<file path="config.mk">
export PLATFORM = sky130hd
export DESIGN_NAME = mem_flat
export DESIGN_NICKNAME = d
export VERILOG_FILES = /design/src/rtl/mem_pkg.sv /design/src/rtl/mem_if.sv /design/src/rtl/mem.sv /design/src/flat_wrapper.sv
export SDC_FILE = /design/constraint.sdc
export NUM_CORES = 2
export LEC_CHECK = 0
export ABC_AREA = 0
export CAP_MARGIN = 20
export CORE_ASPECT_RATIO = 0.7
export CORE_MARGIN = 1
export CORE_UTILIZATION = 45
export CTS_BUF_LIST = sky130_fd_sc_hd__clkbuf_4 sky130_fd_sc_hd__clkbuf_8
export CTS_CLUSTER_DIAMETER = 150
export DETAILED_ROUTE_END_ITERATION = 12
export PLACE_DENSITY = 0.62
export SYNTH_ARGS = -nofsm -noshare
export SYNTH_HDL_FRONTEND = slang
export SYNTH_SLANG_ARGS = --single-unit
</file>
<file path="constraint.sdc">
create_clock -name ck -period 82.6 [get_ports ck]
set_clock_uncertainty 0.1 [all_clocks]
set_input_delay 16.52 -clock ck [delete_from_list [all_inputs] [get_ports ck]]
set_output_delay 16.52 -clock ck [all_outputs]
set_load 0.02 [all_outputs]
</file>
<file path="src/rtl/mem_pkg.sv">
// Shared widths and types for the 128 x 8 scratch RAM.
package mem_pkg;

    localparam int ADDR_W = 7;
    localparam int DATA_W = 8;
    // Depth always follows the address width so every address is in range.
    localparam int DEPTH  = 2 ** ADDR_W;

    typedef logic [ADDR_W-1:0] addr_t;
    typedef logic [DATA_W-1:0] word_t;

endpackage : mem_pkg

</file>
<file path="src/rtl/mem_if.sv">
// Bus bundle for the scratch RAM: shared address, write data/enable, read data.
interface mem_if;
    import mem_pkg::*;

    addr_t adr;
    word_t dataIN;
    logic  we;
    word_t dataOUT;

    // Requester side: drives address/write data, observes read data.
    modport master (
        output adr,
        output dataIN,
        output we,
        input  dataOUT
    );

    // RAM side.
    modport slave (
        input  adr,
        input  dataIN,
        input  we,
        output dataOUT
    );

endinterface : mem_if

</file>
<file path="src/rtl/mem.sv">
// Single-port 128 x 8 RAM: synchronous write on ck, combinational read,
// asynchronous active-high reset that clears every word.
module mem
    import mem_pkg::*;
(
    input  logic    ck,
    input  logic    rst,
    mem_if.slave    bus
);

    word_t r_mem [DEPTH];
    word_t w_rd_word;

    // Array update: reset clears all words at once and overrides any write in flight.
    always_ff @(posedge ck or posedge rst) begin
        if (rst) begin
            for (int i = 0; i < DEPTH; i++) begin
                r_mem[i] <= '0;
            end
        end else if (bus.we) begin
            r_mem[bus.adr] <= bus.dataIN;
        end
    end

    // Combinational read; forced to 0 while reset is held so the output is
    // clean even before the array has ever been cleared.
    always_comb begin
        w_rd_word = r_mem[bus.adr];
        if (rst) begin
            w_rd_word = '0;
        end
    end

    assign bus.dataOUT = w_rd_word;

endmodule : mem

</file>
<file path="src/flat_wrapper.sv">
// flat-port wrapper written by rule: the top's interface ports become plain ports
module mem_flat import mem_pkg::*;
  (ck, rst, bus_adr, bus_dataIN, bus_we, bus_dataOUT);
  mem_if bus_i ();
  input  logic ck;
  input  logic rst;
  input wire logic [$bits(bus_i.adr)-1:0] bus_adr;
  input wire logic [$bits(bus_i.dataIN)-1:0] bus_dataIN;
  input wire logic [$bits(bus_i.we)-1:0] bus_we;
  output wire logic [$bits(bus_i.dataOUT)-1:0] bus_dataOUT;
  assign bus_i.adr = bus_adr;
  assign bus_i.dataIN = bus_dataIN;
  assign bus_i.we = bus_we;
  assign bus_dataOUT = bus_i.dataOUT;
  mem u_core (.ck(ck), .rst(rst), .bus(bus_i));
endmodule
</file>
==> impl_metrics.py <==
metrics = {
    "placed_design": {
        "placed_cell_area_sq_um": 48300,
        "port_buffers": 25,
        "dpl.hpwl_um": 89800,
        "gp_congestion": 0.877,
        "dp_slack_ns": 44.39,
    },
    "timing": {
        "clock.fmax_ghz": 0.0260,
        "finalCritPeriodShare_pct": 46.6,
        "finalSetupTns_ns": 0,
        "worst_slack_ns": 44.13,
        "rsz0062_at_grt": "false",
        "setup_viol": 0,
        "slew_headroom_pct": 19.1,
        "final_hold_viol_count": 0,
        "slew_viol_final": 0,
        "tightest_slew_ns": 1.21,
        "fin_crit_ns": 38.47,
    },
    "synthesis": {
        "synth_top_area_share_pct": 54.3,
        "ys_top_cells_by_area": "dfrtp_1, mux2_2, a221oi_1",
        "synth-seq-cells": 1024,
        "yosysSeqAreaShare_pct": 54.3,
        "async_flop_share_pct": 100,
        "syn_nets": 3474,
        "synth_area_sq_um": 47200,
        "yosys_warnings": 0,
        "synth_edf_count": 0,
        "avgSynthCellArea_sq_um": 13.7,
        "yosysTopAreaCell": "dfrtp_1",
        "synthFlopType": "dfrtp_1",
        "synth.distinct_cells": 73,
        "syn_inst": 3456,
    },
    "cts": {
        "post_cts_buffers": 0,
        "cts_resized": 0,
        "cts.clk_slew.worst_paths_ns": 0.06,
        "hold_buffers": 0,
        "cts_buffer_depth": 3,
        "clk_latency_ns": 0.86,
        "cts_tree": "yes",
        "clkSinkCount": 1024,
        "cts_buffers": 158,
        "clock_tree.root_cell": "clkbuf_8",
        "cts_max_level": 4,
    },
    "detailed_routing": {
        "dr_total_vias": 32045,
        "wire_per_inst_um": 31.0,
        "dr.pass1.iters": 6,
        "finalWirelength_um": 151000,
        "avgViaCountPerCell": 6.57,
        "drc": 0,
        "ant_nets": 0,
        "drt_iter0_drc": 3654,
    },
    "finish": {
        "fin_util_pct": 50.2,
        "final_area_sq_um": 51700,
        "drive_gt1_share_pct": 44.7,
        "fillers": 8992,
        "multi_input_area_sq_um": 20100,
        "largest_reg_flops": 1024,
        "most-common-layout-cells": "mux2_2, dfrtp_1, a221oi_1",
        "top_register": "u_core.r_mem",
        "syn_to_final_growth_pct": 9.55,
        "regArea_sq_um": 25600,
        "nNetsFinal": 3425,
        "layout_commonest_cell": "mux2_2",
        "top_regs": "u_core.r_mem: 1024 flops",
    },
    "floorplan": {
        "die_w_um": 389,
        "dieHeight_um": 273,
        "io_pins": 26,
        "initial_core_util_pct": 45.8,
        "rows": 98,
        "core-area_sq_um": 103000,
        "dieArea_sq_um": 106000,
    },
    "worst_setup_path": {
        "required_ns": 65.98,
        "start_kind": "input port",
        "worst_ep_arrival_time_ns": 21.85,
        "cp_slowest_cell": "o22ai_1",
        "crit_fanout": 49,
        "crit_top_cell": "buf_4",
        "end_kind": "output port",
        "cp_cell_sequence": "buf_8 > buf_4 > nor2_4 > buf_4 > buf_4 > a221oi_1 > o21ai_0 > nor2_1 > o31ai_1 > o21ai_0 > o22ai_1 > clkdlybuf4s50_1",
        "critPathMaxStageDelay_ns": 0.79,
        "critical_path_class": "input port to output port",
        "reg2reg_depth": 1,
    },
    "power_and_ir_drop": {
        "powerDensity_nw_per_um2": 22.1,
        "finalPower_uw": 1140,
        "ir_drop_v": 0.0000131,
        "power.leakage_uw": 0.0242,
    },
    "global_route": {
        "grt_overflow": 0,
        "grtUsageTotal_pct": 28.7,
        "grt_max_degree": 168,
        "grt_pass1_vias": 31635,
        "grt_pass1_wl_um": 225000,
        "antenna_found_initial": 2,
    },
    "job": {
        "max_cap_violations": 0,
    },
    "worst_hold_path": {
        "min_path_type": "register to register",
        "holdPathStages": 1,
    },
    "status": {
        "status": "completed",
    },
}
[metal layers]
metal / share of wire (%) / global-route usage (%) / vias up / wire, um
met5: 0 / 0 / - / 0
met4: 2.7 / 9.66 / 0 / 4090
met3: 11 / 8.22 / 242 / 16400
met2: 40 / 37.5 / 1688 / 60100
met1: 47 / 44.8 / 17083 / 70500
li1: - / - / 13032 / -
[report_power, final]
part	internal [uW]	leakage (uW)	switching, uW
sequential	543	0.0139	21.6
combinational	51.7	0.00844	74.1
clock	246	0.00178	207
total	840	0.0242	303
[stage by stage]
stage | std cells | hold WS [ns]
after global routing | 4876 | 0.409
after detailed placement | 4594 | 0.383
final | 4876 | 0.397
after CTS | 4872 | 0.397
after global placement | 4593 | 0.374
after floorplan | 3456 | 0.359
[logic make-up (layout without fill, tap and decap cells)]
family	count (synthesis)	in the layout	synth area share [%]
AO/OA/AOI/OAI	630	630	10.3
buffers and inverters	308	377	3.12
flip-flops	1024	1024	54.3
multiplexers	1160	1160	28.6
other	0	1	0
AND/OR/NAND/NOR	334	334	3.70
[cell usage after synthesis, drive strengths merged (4+ instances only)]
master	n
o221a	8
buf	137
o22a	9
a21oi	70
o22ai	14
nand3	9
mux2	1080
a22oi	54
a22o	16
nor2	114
and3	5
o32ai	4
a311oi	4
mux4	40
o221ai	21
a211oi	15
o31ai	7
mux2i	40
a221oi	255
a221o	18
dfrtp	1024
a31oi	4
nand4	4
clkbuf	164
inv	7
nor3	30
o21ai	81
o211ai	10
o2111ai	7
nor2b	21
nand2	133
and2	8
o311ai	8
[cell type report]
type,count,area share [%]
timing repair buffer,92,1.66
clock buffer,259,6.15
antenna,1,0.00484
tap,1350,3.27
multi-input combinational,2124,39.0
sequential,1024,49.6
clock inverter,19,0.317
inverter,7,0.0726
[path summary, 6_finish.rpt]
kind / from / end / slack [ns]
min in group asynchronous: rst / u_core.r_mem[0]$_DFFE_PP0P_ / 16.58
setup / recovery: bus_adr[0] / bus_dataOUT[2] / 44.13
hold reg to reg: u_core.r_mem[741]$_DFFE_PP0P_ / u_core.r_mem[741]$_DFFE_PP0P_ / 0.40
setup reg to reg: u_core.r_mem[713]$_DFFE_PP0P_ / u_core.r_mem[713]$_DFFE_PP0P_ / 81.65
hold / removal: u_core.r_mem[741]$_DFFE_PP0P_ / u_core.r_mem[741]$_DFFE_PP0P_ / 0.40
max in group asynchronous: rst / u_core.r_mem[560]$_DFFE_PP0P_ / 63.01
[critical path, delay by kind of cell]
family                 cells  cell delay [ns]
AO/OA/AOI/OAI              5             2.22
buffers and inverters      5             2.56
AND/OR/NAND/NOR            2             0.46
Power figures use the tool's default switching activity.
==> variant: new RTL, same settings <==
`DATA_W`: 8 -> 6.
--- a/src/rtl/mem_pkg.sv
+++ b/src/rtl/mem_pkg.sv
@@ -4,3 +4,3 @@
     localparam int ADDR_W = 7;
-    localparam int DATA_W = 8;
+    localparam int DATA_W = 6;
     // Depth always follows the address width so every address is in range.
Interface: changed (resized bus_dataIN and bus_dataOUT); port bits go from 26 to 22. No check against the original RTL was run, so the function may have changed too.
==> variant against the unedited design <==
- area after synthesis down 25%
- wire length down 23%
- sequential cell count down 256
- cell area down 24%
- worst setup slack better by 0.60 ns
- clock power down 19%
- critical path depth down 1
- power down 23%
- highest routed layer is now met5
==> variant: results (changes against the unedited design) <==
vias in the first global route - 25,000 (-21%)
total CTS buffers - 117 (-26%)
largest net degree at the start of global routing - 180 (+7.1%)
Setup TNS Final - 0 ns (unchanged)
DPL Wire Length - 72.5 mm (-19%)
Slowest-stage cell, CP - clkinv_1
cell count of the worst hold path - 1 (unchanged)
Mapped Nets - 2,663 (-23%)
post-layout util - 50.7% (+0.49 points)
Finished Layout Cells - 3,770 (-23%)
final WL - 117 mm (-23%)
syn_area_per_cell - 13.3 µm² (-2.2%)
YS warnings - 0 (unchanged)
main area contributors after synthesis - dfrtp_1, mux2_2, a221oi_1, mux4_2, mux2i_1
1st-iter DRT viols - 2,849 (-22%)
Worst R2R Path Depth - 1 (unchanged)
P_leak - 18.4 nW (-24%)
average vias per placed instance - 6.51 (-0.87%)
Netlist cell types - 60 (-18%)
Tightest Pin Transition - 1.24 ns (+0.0250 ns)
Regs by FF count - u_core.r_mem x768
First-pass DRT Iterations - 5 (-1)
Max FO, Critical Path - 39 (-20%)
H-tree depth - 3 (-1)
global-route wire length before repair - 173 mm (-23%)
min-delay worst type - reg -> reg
CTS-repair resized insts - 0 (unchanged)
Worst VDD drop - 0.0000177 V (+35%)
placed insts - 3,548 (-23%)
Top Family by Delay on Critical Path - buffers and inverters
GPL Wtd Cong - 0.921 (+5.1%)
Fillers - 6,632 (-26%)
Post-DP Area - 36,400 µm² (-25%)
DP Worst Slack - 44.89 ns (+0.504 ns)
share of cells above drive strength 1 - 42.3% (-2.4 points)
# nets final - 2,642 (-23%)
status - finished clean
Skew-Pair Late Insertion Delay - 0.79 ns (-0.07 ns)
share of the yosys chip area belonging to registers - 54.4% (+0.078 points)
GRT Total Usage - 29.5% (+0.75 points)
initial antenna violation count - 2 (unchanged)
Critical Path Max Stage Delay - 0.73 ns (-0.06 ns)
FFs w/ async S/R, synth - 100% (unchanged)
Port-buffer cells - 21 (-16%)
WP data arrival - 21.25 ns (-0.60 ns)
Synth top cells by count - mux2_2, dfrtp_1, a221oi_1, clkbuf_1, nand2_1
-- variant: cell count changes in the layout (fill, tap and decap cells not counted), sizes merged, moves of 11 or more --
cell,delta
a221o,-15
dfrtp,-256
buf,-15
a21oi,-30
o221ai,-11
clkbuf,-74
nor2,+17
mux2,-286
nor4,+14
mux2i,+31
a22oi,-29
a221oi,-78
o21ai,-42
-- variant: metal layers --
layer  global-route usage, %  vias to the layer above  part of all wire [%]
met2                    40.0                     1322                    41
met1                    44.4                    13100                    45
li1                        -                     9922                     -
met3                    10.1                      222                    11
met4                    7.63                        4                   2.5
met5                       0                        -                 0.021
-- variant: report_power, final --
part	internal [mW]	total, mW	switching (mW)
Sequential	0.407	0.424	0.0165
Clock	0.206	0.365	0.159
Combinational	0.0393	0.0972	0.0579
Total	0.652	0.886	0.233
-- variant: kinds of logic after synthesis --
logic type,share of synthesized area (%)
mux,29.7
simple gates,4.55
buf+inv,2.68
flops,54.4
compound gates,8.64
-- variant: final timing paths --
| kind | from | endpoint | slack [ns] |
|---|---|---|---|
| hold reg to reg | u_core.r_mem[154] | u_core.r_mem[154] | 0.40 |
| hold / removal | u_core.r_mem[154] | u_core.r_mem[154] | 0.40 |
| max in group asynchronous | rst | u_core.r_mem[656] | 62.23 |
| setup / recovery | bus_adr[0] | bus_dataOUT[3] | 44.73 |
| setup reg to reg | u_core.r_mem[248] | u_core.r_mem[248] | 81.69 |
| min in group asynchronous | rst | u_core.r_mem[415] | 16.65 |
-- variant: layout make-up --
cell class	count	share of cell area [%]
multi-input combinational	1656	38.9
inverter	8	0.0958
clock inverter	31	0.987
antenna	2	0.0128
tap	1044	3.33
timing repair buffer	75	1.64
clock buffer	186	6.01
sequential	768	49.1
